`src/rtl/l2_xbar_pkg.sv`:
```
// Shared constants and types for the L2 request/response crossbar tree.
package l2_xbar_pkg;
    localparam int L2_ADDR_WIDTH = 32;
    localparam int L2_DATA_WIDTH = 64;
    localparam int L2_ID_WIDTH   = L2_DATA_WIDTH / 8;

    // wen encoding on every request channel
    localparam logic WEN_READ  = 1'b1;
    localparam logic WEN_WRITE = 1'b0;

    typedef logic port_sel_t;
    localparam port_sel_t PORT0 = 1'b0;
    localparam port_sel_t PORT1 = 1'b1;
endpackage

```
`src/rtl/rr_arb_2.sv`:
```
// Two-requester round-robin arbiter; priority moves to the loser only when
// both requesters contend and a grant is issued.
module rr_arb_2
    import l2_xbar_pkg::*;
(
    input  logic clk,
    input  logic rst_n,
    input  logic en_i,
    input  logic req0_i,
    input  logic req1_i,
    output logic gnt0_o,
    output logic gnt1_o,
    output logic sel_o
);
    port_sel_t rr_prio_q, rr_prio_d;
    port_sel_t sel;
    logic      both;

    always_comb begin
        both = req0_i & req1_i;
        sel  = both ? rr_prio_q : (req1_i ? PORT1 : PORT0);
        gnt0_o = en_i & req0_i & (sel == PORT0);
        gnt1_o = en_i & req1_i & (sel == PORT1);
        rr_prio_d = rr_prio_q;
        if (en_i && both) rr_prio_d = ~sel;
    end

    assign sel_o = sel;

    always_ff @(posedge clk or negedge rst_n) begin
        if (!rst_n) rr_prio_q <= PORT0;
        else        rr_prio_q <= rr_prio_d;
    end
endmodule

```
`src/rtl/fan_in_req_rr_l2.sv`:
```
// 2:1 request fan-in node: round-robin arbitration into a one-entry
// registered output stage that sustains one request per cycle.
module fan_in_req_rr_l2
    import l2_xbar_pkg::*;
#(
    parameter int ADDR_WIDTH = L2_ADDR_WIDTH,
    parameter int DATA_WIDTH = L2_DATA_WIDTH,
    parameter int BE_WIDTH   = DATA_WIDTH / 8,
    parameter int ID_WIDTH   = DATA_WIDTH / 8
) (
    input  logic                  clk,
    input  logic                  rst_n,
    input  logic                  data_req0_i,
    input  logic [ADDR_WIDTH-1:0] data_add0_i,
    input  logic                  data_wen0_i,
    input  logic [DATA_WIDTH-1:0] data_wdata0_i,
    input  logic [BE_WIDTH-1:0]   data_be0_i,
    input  logic [ID_WIDTH-1:0]   data_ID0_i,
    output logic                  data_gnt0_o,
    input  logic                  data_req1_i,
    input  logic [ADDR_WIDTH-1:0] data_add1_i,
    input  logic                  data_wen1_i,
    input  logic [DATA_WIDTH-1:0] data_wdata1_i,
    input  logic [BE_WIDTH-1:0]   data_be1_i,
    input  logic [ID_WIDTH-1:0]   data_ID1_i,
    output logic                  data_gnt1_o,
    output logic                  data_req_o,
    output logic [ADDR_WIDTH-1:0] data_add_o,
    output logic                  data_wen_o,
    output logic [DATA_WIDTH-1:0] data_wdata_o,
    output logic [BE_WIDTH-1:0]   data_be_o,
    output logic [ID_WIDTH-1:0]   data_ID_o,
    input  logic                  data_gnt_i
);
    logic                  req_q, req_d;
    logic [ADDR_WIDTH-1:0] add_q, add_d;
    logic                  wen_q, wen_d;
    logic [DATA_WIDTH-1:0] wdata_q, wdata_d;
    logic [BE_WIDTH-1:0]   be_q, be_d;
    logic [ID_WIDTH-1:0]   id_q, id_d;
    logic                  stage_free;
    logic                  sel;
    logic                  load;

    // Grants are held off while reset is asserted so nothing is accepted
    // into a stage that is being cleared.
    assign stage_free = rst_n & (~req_q | data_gnt_i);

    rr_arb_2 u_arb (
        .clk    (clk),
        .rst_n  (rst_n),
        .en_i   (stage_free),
        .req0_i (data_req0_i),
        .req1_i (data_req1_i),
        .gnt0_o (data_gnt0_o),
        .gnt1_o (data_gnt1_o),
        .sel_o  (sel)
    );

    always_comb begin
        load    = data_gnt0_o | data_gnt1_o;
        req_d   = load | (req_q & ~data_gnt_i);
        add_d   = add_q;
        wen_d   = wen_q;
        wdata_d = wdata_q;
        be_d    = be_q;
        id_d    = id_q;
        if (load) begin
            add_d   = (sel == PORT1) ? data_add1_i   : data_add0_i;
            wen_d   = (sel == PORT1) ? data_wen1_i   : data_wen0_i;
            wdata_d = (sel == PORT1) ? data_wdata1_i : data_wdata0_i;
            be_d    = (sel == PORT1) ? data_be1_i    : data_be0_i;
            id_d    = (sel == PORT1) ? data_ID1_i    : data_ID0_i;
        end
    end

    always_ff @(posedge clk or negedge rst_n) begin
        if (!rst_n) begin
            req_q   <= 1'b0;
            add_q   <= '0;
            wen_q   <= 1'b0;
            wdata_q <= '0;
            be_q    <= '0;
            id_q    <= '0;
        end else begin
            req_q   <= req_d;
            add_q   <= add_d;
            wen_q   <= wen_d;
            wdata_q <= wdata_d;
            be_q    <= be_d;
            id_q    <= id_d;
        end
    end

    assign data_req_o   = req_q;
    assign data_add_o   = add_q;
    assign data_wen_o   = wen_q;
    assign data_wdata_o = wdata_q;
    assign data_be_o    = be_q;
    assign data_ID_o    = id_q;
endmodule

```
`config.mk`:
```
export PLATFORM = sky130hd
export DESIGN_NAME = fan_in_req_rr_l2
export DESIGN_NICKNAME = d
export VERILOG_FILES = /design/src/rtl/l2_xbar_pkg.sv /design/src/rtl/rr_arb_2.sv /design/src/rtl/fan_in_req_rr_l2.sv
export SDC_FILE = /design/constraint.sdc
export NUM_CORES = 1
export LEC_CHECK = 0
export CAP_MARGIN = 40
export CORE_MARGIN = 10
export CORE_UTILIZATION = 42
export CTS_CLUSTER_SIZE = 24
export DETAILED_ROUTE_END_ITERATION = 7
export PLACE_DENSITY = 0.88
export SYNTH_ARGS = -nofsm -noshare
export SYNTH_HDL_FRONTEND = slang
export SYNTH_SLANG_ARGS = --single-unit
```
`constraint.sdc`:
```
create_clock -name clk -period 3.65 [get_ports clk]
set_input_delay 0.5475 -clock clk [delete_from_list [all_inputs] [get_ports clk]]
set_output_delay 0.5475 -clock clk [all_outputs]
set_load 0.05 [all_outputs]
```
; ---- After elaboration in Yosys (flattened, before gate mapping)
; Index checks and enable logic that the tools add are counted.
[word_totals]
word_cells = 28
register_bits = 115
input_bits = 231
output_inout_bits = 116
[op_classes]
n_reduce_logical = 1
n_mux = 7
n_bitwise = 13
[ops]
columns = operator, n
row1 = 2-to-1 mux 64 bit, 1
row2 = 2-to-1 mux 32 bit, 1
row3 = 2-to-1 mux 8 bit, 2
row4 = AND 1 bit, 7
row5 = 2-to-1 mux 1 bit, 3
row6 = NOT 1 bit, 3
row7 = OR 1 bit, 3
row8 = logical AND 1 bit, 1

; ---- Depth between registers and ports, before layout
; Gate-level depths: netlist of run 1.
[logic_depth]
depth_word = 7
mapped_depth = 6
depth_no_buf = 3

; ---- Hierarchy
; From an unflattened synthesis of run 1, not the netlist that was laid out.
[hier_totals]
hier_cells = 517
hier_area_um2 = 5520.3
[modules_own_cells]
columns = mod, area_per_inst_um2, n_inst, cells_per_inst, seq_area_each_um2
row1 = fan_in_req_rr_l2, 5454.0, 1, 509, 2852.7
row2 = rr_arb_2, 66.3, 1, 8, 25.0

; ---- Worst setup path after synthesis of run 1
; Ideal clock, no wire load.
[synth_path]
path_type = register to output
start = register req_q (netlist: data_req_o)
end = output data_gnt1_o
setup_slack_ns = 1.300
t_arrival_ns = 1.802
n_path_buf = 3
required_time_ns = 3.102
stages_incl_launch_ff = 6
path_cell_list = dfrtp_1 > nand2b_1 > buf_4 > buf_2 > clkbuf_1 > and4_1
[synth_via]
elab_chain_cells = 5
[synth_rtl]
columns = element, line
row1 = from (decl), fan_in_req_rr_l2.sv:35  ; logic req_q, req_d;
row2 = from (signal assigned), fan_in_req_rr_l2.sv:86  ; req_q <= req_d;
row3 = NOT 1 bit, fan_in_req_rr_l2.sv:47  ; assign stage_free = rst_n & (~req_q | data_gnt_i);
row4 = OR 1 bit, fan_in_req_rr_l2.sv:47
row5 = AND 1 bit, fan_in_req_rr_l2.sv:47
row6 = AND 1 bit (2 in a row), rr_arb_2.sv:23  ; gnt1_o = en_i & req1_i & (sel == PORT1);
row7 = to (decl), fan_in_req_rr_l2.sv:26  ; output logic data_gnt1_o,
; No other way between the ends.

; ---- Final worst setup path of run 1
[layout_path]
start = input data_gnt_i
end = output data_gnt0_o
[layout_via]
elab_chain_cells = 4
[layout_rtl]
columns = element, line
row1 = from (decl), fan_in_req_rr_l2.sv:33  ; input logic data_gnt_i
row2 = OR 1 bit, fan_in_req_rr_l2.sv:47
row3 = AND 1 bit, fan_in_req_rr_l2.sv:47
row4 = AND 1 bit (2 in a row), rr_arb_2.sv:22  ; gnt0_o = en_i & req0_i & (sel == PORT0);
row5 = to (decl), fan_in_req_rr_l2.sv:19  ; output logic data_gnt0_o,
; No other way between the ends.

==> flow_metrics.env, run 1 <==
export IMPL_synth_seq_area_share=0.481
export IMPL_ir_drop_mv=0.327
export IMPL_power_frac_seq=0.278
export IMPL_path_cells="clkdlybuf4s50_1, nand2b_4, nand4_1, inv_1, buf_12"
export IMPL_tns_ns=0
export IMPL_startpoint="data_gnt_i"
export IMPL_place_ws_ns=1.23
export IMPL_fmax_ghz=0.423
export IMPL_yosysTopAreaCellShare=0.481
export IMPL_root_buffer="clkbuf_16"
export IMPL_drc=0
export IMPL_dominantRegCellSynth="dfrtp_1"
export IMPL_syn_to_final_growth_pct=69.1
export IMPL_status="finished clean"
export IMPL_drt_total_wl_mm=25.6
export IMPL_maxCapViolations=0
export IMPL_insertion_delay_ns=0.41
export IMPL_timing_rr_start="data_req_o"
export IMPL_fp_dieH_um=139
export IMPL_slowest_stage="clkdlybuf4s50_1"
export IMPL_seq_area_mm2=0.00288
export IMPL_antenna_left=0
export IMPL_internal_power_mw=3.93
export IMPL_initial_core_util=0.429
export IMPL_final_max_slew_viol_count=0
export IMPL_yosys_top_cells_count="dfrtp_1 (115), nand4_1 (115), nor2b_1 (113)"
export IMPL_cp_max_fo=8
export IMPL_syn_inst=542
export IMPL_setup_violations=0
export IMPL_dpl_hpwl_mm=18.0
export IMPL_hold_buffers=0
export IMPL_hold_violations=0
export IMPL_io_pins=347
export IMPL_cp_slowest_stage_delay_ns=0.49
export IMPL_final_layout_size_suffix_gt1_frac=0.155
export IMPL_fillerInstances=926
export IMPL_slew_headroom=0.418
export IMPL_rsz0062_at_grt="no"
export IMPL_grt_max_degree=171
export IMPL_worstMarginPinSlew_ns=0.873
export IMPL_postSynthAreaPerCell_um2=11.0
export IMPL_portBuffers=346
export IMPL_drt_iter0_markers=738
export IMPL_end_kind="output pin"
export IMPL_setup_slack_ns=1.29
export IMPL_avgViaCountPerCell=5.99
export IMPL_power_density_mw_per_mm2=648
export IMPL_switching_power_mw=2.61
export IMPL_syn_nets=773
export IMPL_cp_start_kind="input port"
export IMPL_cts_resized=0
export IMPL_track_usage=0.249
export IMPL_hold_class="input port to async pin"
export IMPL_clkTransAtPathRegs_ns=0.05
export IMPL_combPwrFrac=0.449
export IMPL_synth_area_leader_cell="dfrtp_1"
export IMPL_die_x_um=139
export IMPL_cts_num_sinks=115
export IMPL_antenna_found_initial=3
export IMPL_finalCritPeriodShare=0.647
export IMPL_r2r_end="data_add_o[25]"
export IMPL_worst_path_buf_inv=3
export IMPL_syn_area_mm2=0.00598
export IMPL_gp_congestion=0.848
export IMPL_htreeDepth=4
export IMPL_leakage_nw=3.72
export IMPL_timing_hold_ws_ns=0.0966
export IMPL_synth_cell_type_count=16
export IMPL_cp_top_family="buffers and inverters"
export IMPL_vias=6210
export IMPL_p_clk_frac=0.273
export IMPL_cts_tree="built"
export IMPL_routedWlPerCell_um=24.6
export IMPL_ys_ff_latch=115
export IMPL_required_ns=3.10
export IMPL_synth_edf_count=0
export IMPL_dr_pass1_iters=6
export IMPL_reg2reg_setup_slack_ns=1.98
export IMPL_multi_input_area_mm2=0.00278
export IMPL_cts_setup_buffers=0
export IMPL_cp_arrival_ns=1.81
export IMPL_numCtsBuffers=17
export IMPL_synth_warnings=0
export IMPL_placementRows=43
export IMPL_final_nets=1072
export IMPL_crit_type="input port to output pin"
export IMPL_async_flop_share=1.00
export IMPL_skew_ns=0.00431
export IMPL_grt_pass1_vias=6510
export IMPL_ff2ff_path_depth=4
export IMPL_core_area_mm2=0.0139
export IMPL_grt_ovfl_total=0
export IMPL_clockBufferDepth=2
export IMPL_die_area_mm2=0.0194
export IMPL_sw_frac_of_total=0.399
export IMPL_min_period_ns=2.36
export IMPL_finalPower_mw=6.55
export IMPL_synthTopCellsByArea="dfrtp_1 (48%), o221a_2 (16%), nand4_1 (12%), nor2b_1 (12%), o221a_1 (5.5%)"
export IMPL_grt_pass1_wl_mm=38.6
[cell type report]
type / instances / area share
Clock inverter: 10 / 0.0151
Sequential cell: 115 / 0.285
Inverter: 2 / 0.000743
Clock buffer: 22 / 0.0479
Tap cell: 180 / 0.0223
Timing Repair Buffer: 356 / 0.354
Multi-Input combinational cell: 349 / 0.275
Antenna cell: 3 / 0.000743
[kinds of logic (layout without fill, tap and decap cells)]
| family | count (synthesis) | after routing | synth area share |
|---|---|---|---|
| compound gates | 114 | 114 | 0.214 |
| simple gates | 234 | 234 | 0.245 |
| buf+inv | 78 | 390 | 0.0582 |
| other cells | 0 | 3 | 0 |
| flops | 115 | 115 | 0.481 |
| xor+xnor | 1 | 1 | 0.00147 |
[per-stage QoR]
step	std cells	util	cell area, um^2
4_1_cts	1034	0.725	10100
3_5_place_dp	1002	0.679	9470
6_report	1037	0.726	10100
3_3_place_gp	1002	0.679	9470
5_1_grt	1037	0.726	10100
2_1_floorplan	542	-	5980
[power by group through the flow]
stage	sequential (mW)	clock, mW	combinational (mW)
finish	1.82	1.79	2.94
global route	1.85	1.88	3.05
detailed placement	1.82	0	2.95
global placement	1.81	0	2.89
CTS	1.82	1.81	2.95
floorplan	2.93	0	0.636
[placed cells by master, fill, tap and decap left out, drive strengths merged]
cell and n:
o21ai 1, and4 1, buf 14, nand4 115
nand2b 2, bufinv 4, clkinv 5, nor2 1
clkbuf 22, diode 3, xnor2 1, o221a 113
clkinvlp 1, inv 2, nor3b 1, dfrtp 115
nand2 1, clkdlybuf4s50 342, nor2b 113
[worst reg2reg max path, cell delays in order, from the launching register on]
cell and delay [ns]:
dfrtp_1 0.40, nand2b_4 0.12, buf_4 0.56, nand4_1 0.28, o221a_2 0.20
[flip-flops by register name (all words and copies together) (netlist names)]
signal,cells
data_wdata_o,64
data_add_o,32
data_ID_o,8
data_be_o,8
data_req_o,1
data_wen_o,1
u_arb.rr_prio_q,1
[worst max-delay path by stage]
| stage | to | slack, ns | cells past startpoint |
|---|---|---|---|
| 2_1_floorplan | data_gnt1_o | 1.30 | 5 |
| 3_3_place_gp | data_gnt0_o | 1.27 | 5 |
| 3_5_place_dp | data_wdata_o[15] | 1.23 | 5 |
| 4_1_cts | data_gnt0_o | 1.26 | 5 |
| 5_1_grt | data_gnt0_o | 1.24 | 5 |
| 6_report | data_gnt0_o | 1.29 | 5 |
[routing by layer]
metal	part of all wire	track usage	wire length (um)
met1	0.37	0.276	9480
met2	0.50	0.412	12800
met5	0	0	0
met4	0.047	0.139	1200
met3	0.082	0.0810	2100
Power figures use the tool's default switching activity.
==> run 2, diff against run 1 <==
- CORE_UTILIZATION: 42 -> 39
- PLACE_DENSITY: 0.88 -> 0.82
- clock period: 3.65 -> 2.5 ns (I/O delays scaled with it)
==> run 2 against run 1 <==
Effect of this change: core utilization shrank 5.6 points; power increased by 43%; clock skew grew 0.0048 ns; clock power up 33%; largest power group unchanged; non-clock buffer count grew 5; global-route usage down 0.98 points; routed wire length rose by 1.1%; count of clock-buffer cells in the layout unchanged; via count is 0.19% lower.
==> flow_metrics.env, run 2 (synthesis gave the netlist of run 1 again) <==
export IMPL_status="finished clean"
export IMPL_setup_violations=0
export IMPL_antenna_found_initial=0
export IMPL_die_area_mm2=0.0207
export IMPL_grt_ovfl_total=0
export IMPL_largest_reg_flops=64
export IMPL_sw_frac_of_total=0.411
export IMPL_dr_pass1_iters=5
export IMPL_route_met2_wl_mm=13.2
export IMPL_cts_setup_buffers=0
export IMPL_cts_num_sinks=115
export IMPL_ir_drop_mv=0.493
export IMPL_cts_tree="built"
export IMPL_drt_total_wl_mm=25.8
export IMPL_fp_dieH_um=144
export IMPL_cp_max_fo=13
export IMPL_die_x_um=144
export IMPL_portBuffers=346
export IMPL_timing_hold_ws_ns=0.401
export IMPL_hold_violations=0
export IMPL_dpl_hpwl_mm=18.2
export IMPL_placementRows=45
export IMPL_r2r_end="data_add_o[10]"
export IMPL_worstMarginPinSlew_ns=0.777
export IMPL_mostFrequentLayoutCell="clkdlybuf4s50_1"
export IMPL_rsz0062_at_grt="no"
export IMPL_reg2reg_setup_slack_ns=0.78
export IMPL_vias=6198
export IMPL_clkTransAtPathRegs_ns=0.05
export IMPL_seq_area_mm2=0.00288
export IMPL_crit_type="input port to output pin"
export IMPL_final_max_slew_viol_count=0
export IMPL_cts_resized=0
export IMPL_met3_length_mm=2.41
export IMPL_routedWlPerCell_um=24.7
export IMPL_diodes=0
export IMPL_io_pins=347
export IMPL_top_layer="met4"
export IMPL_numCtsBuffers=17
export IMPL_fmax_ghz=0.463
export IMPL_ff2ff_path_depth=4
export IMPL_cp_arrival_ns=1.79
export IMPL_p_clk_frac=0.255
export IMPL_grt_max_degree=142
export IMPL_min_period_ns=2.16
export IMPL_drc=0
export IMPL_gp_congestion=0.823
export IMPL_syn_to_final_growth_pct=68.9
export IMPL_htreeDepth=4
export IMPL_leakage_nw=3.70
export IMPL_finalCritPeriodShare=0.864
export IMPL_internal_power_mw=5.50
export IMPL_antenna_left=0
export IMPL_hold_class="input port to async pin"
export IMPL_multi_input_area_mm2=0.00278
export IMPL_skew_ns=0.00911
export IMPL_track_usage=0.239
export IMPL_switching_power_mw=3.84
export IMPL_initial_core_util=0.396
export IMPL_fillerInstances=1165
export IMPL_insertion_delay_ns=0.42
export IMPL_drt_iter0_markers=651
export IMPL_end_kind="output pin"
export IMPL_root_buffer="clkbuf_16"
export IMPL_final_nets=1077
export IMPL_cp_start_kind="input port"
export IMPL_combPwrFrac=0.460
export IMPL_maxCapViolations=0
export IMPL_power_frac_seq=0.285
export IMPL_tns_ns=0
export IMPL_grt_pass1_wl_mm=38.3
export IMPL_slew_headroom=0.482
export IMPL_final_layout_size_suffix_gt1_frac=0.156
export IMPL_met1_length_mm=9.41
export IMPL_clockBufferDepth=2
export IMPL_required_ns=2.12
export IMPL_core_area_mm2=0.0151
export IMPL_power_density_mw_per_mm2=924
export IMPL_final_cell_mix="clkdlybuf4s50_1 (342), nand4_1 (115), dfrtp_1 (115), nor2b_1 (113), o221a_2 (84)"
export IMPL_avgViaCountPerCell=5.92
export IMPL_grt_pass1_vias=6416
export IMPL_timing_rr_start="data_req_o"
## run 2: cell types whose count changed in the layout (fill, tap and decap cells not counted), sizes merged
cell	change
clkinvlp	+2
diode	-3
bufinv	-2
buf	+4
dlygate4sd3	+1
## run 2: stage by stage
step                      total power [mW]  setup slack [ns]   util  instance area (um^2)  std cells
final                                 9.33             0.339  0.669                 10100       1047
after global placement                6.89             0.369  0.631                  9520       1014
after global routing                  9.65             0.240  0.669                 10100       1047
after detailed placement              6.97             0.317  0.631                  9520       1014
after floorplan                       5.21             0.323      -                  5980        542
after CTS                             9.38             0.337  0.669                 10100       1047
## run 2: how the worst max path moves through the flow
| stage | start | to | slack (ns) | depth (start not counted) |
|---|---|---|---|---|
| 2_1_floorplan | data_req_o | data_gnt1_o | 0.32 | 5 |
| 3_3_place_gp | data_gnt_i | data_wdata_o[51] | 0.37 | 5 |
| 3_5_place_dp | data_req0_i | data_wdata_o[17] | 0.32 | 5 |
| 4_1_cts | rst_n | data_gnt0_o | 0.34 | 5 |
| 5_1_grt | rst_n | data_gnt0_o | 0.24 | 5 |
| 6_report | rst_n | data_gnt0_o | 0.34 | 5 |
## run 2: layout make-up
cell class              count  share of cell area
well taps                 188              0.0233
inverters                   2            0.000743
clock inverters            10              0.0107
clock buffers              22              0.0460
repair buffers            361               0.360
multi-input cells         349               0.275
flip-flops and latches    115               0.285
## run 2: critical path: stages
cell and delay, ns:
dlygate4sd3_1 0.58, buf_6 0.21, nand4_1 0.27, inv_1 0.19
buf_12 0.15
## run 2: layer usage
layer,GRT usage,up-vias
li1,-,2755
met2,0.403,328
met4,0.104,0
met3,0.0785,58
met5,0,-
met1,0.271,3057
## run 2: power by group through the flow
stage | Clock, mW | Combinational (mW) | Sequential, mW
after floorplan | 0 | 0.929 | 4.28
after global placement | 0 | 4.24 | 2.65
after detailed placement | 0 | 4.31 | 2.67
after CTS | 2.41 | 4.32 | 2.66
after global routing | 2.49 | 4.46 | 2.71
final | 2.38 | 4.29 | 2.66
## run 2: repair_timing
item,CTS,global route
hold buffers,1,0
endpoints found under the hold margin,5,0
setup endpoints to repair,0,0
==> run 3, diff against run 2 <==
- CAP_MARGIN: 40 -> 0
==> results of run 3 <==
The final DEF is identical to that of run 2; final timing and power are the same.
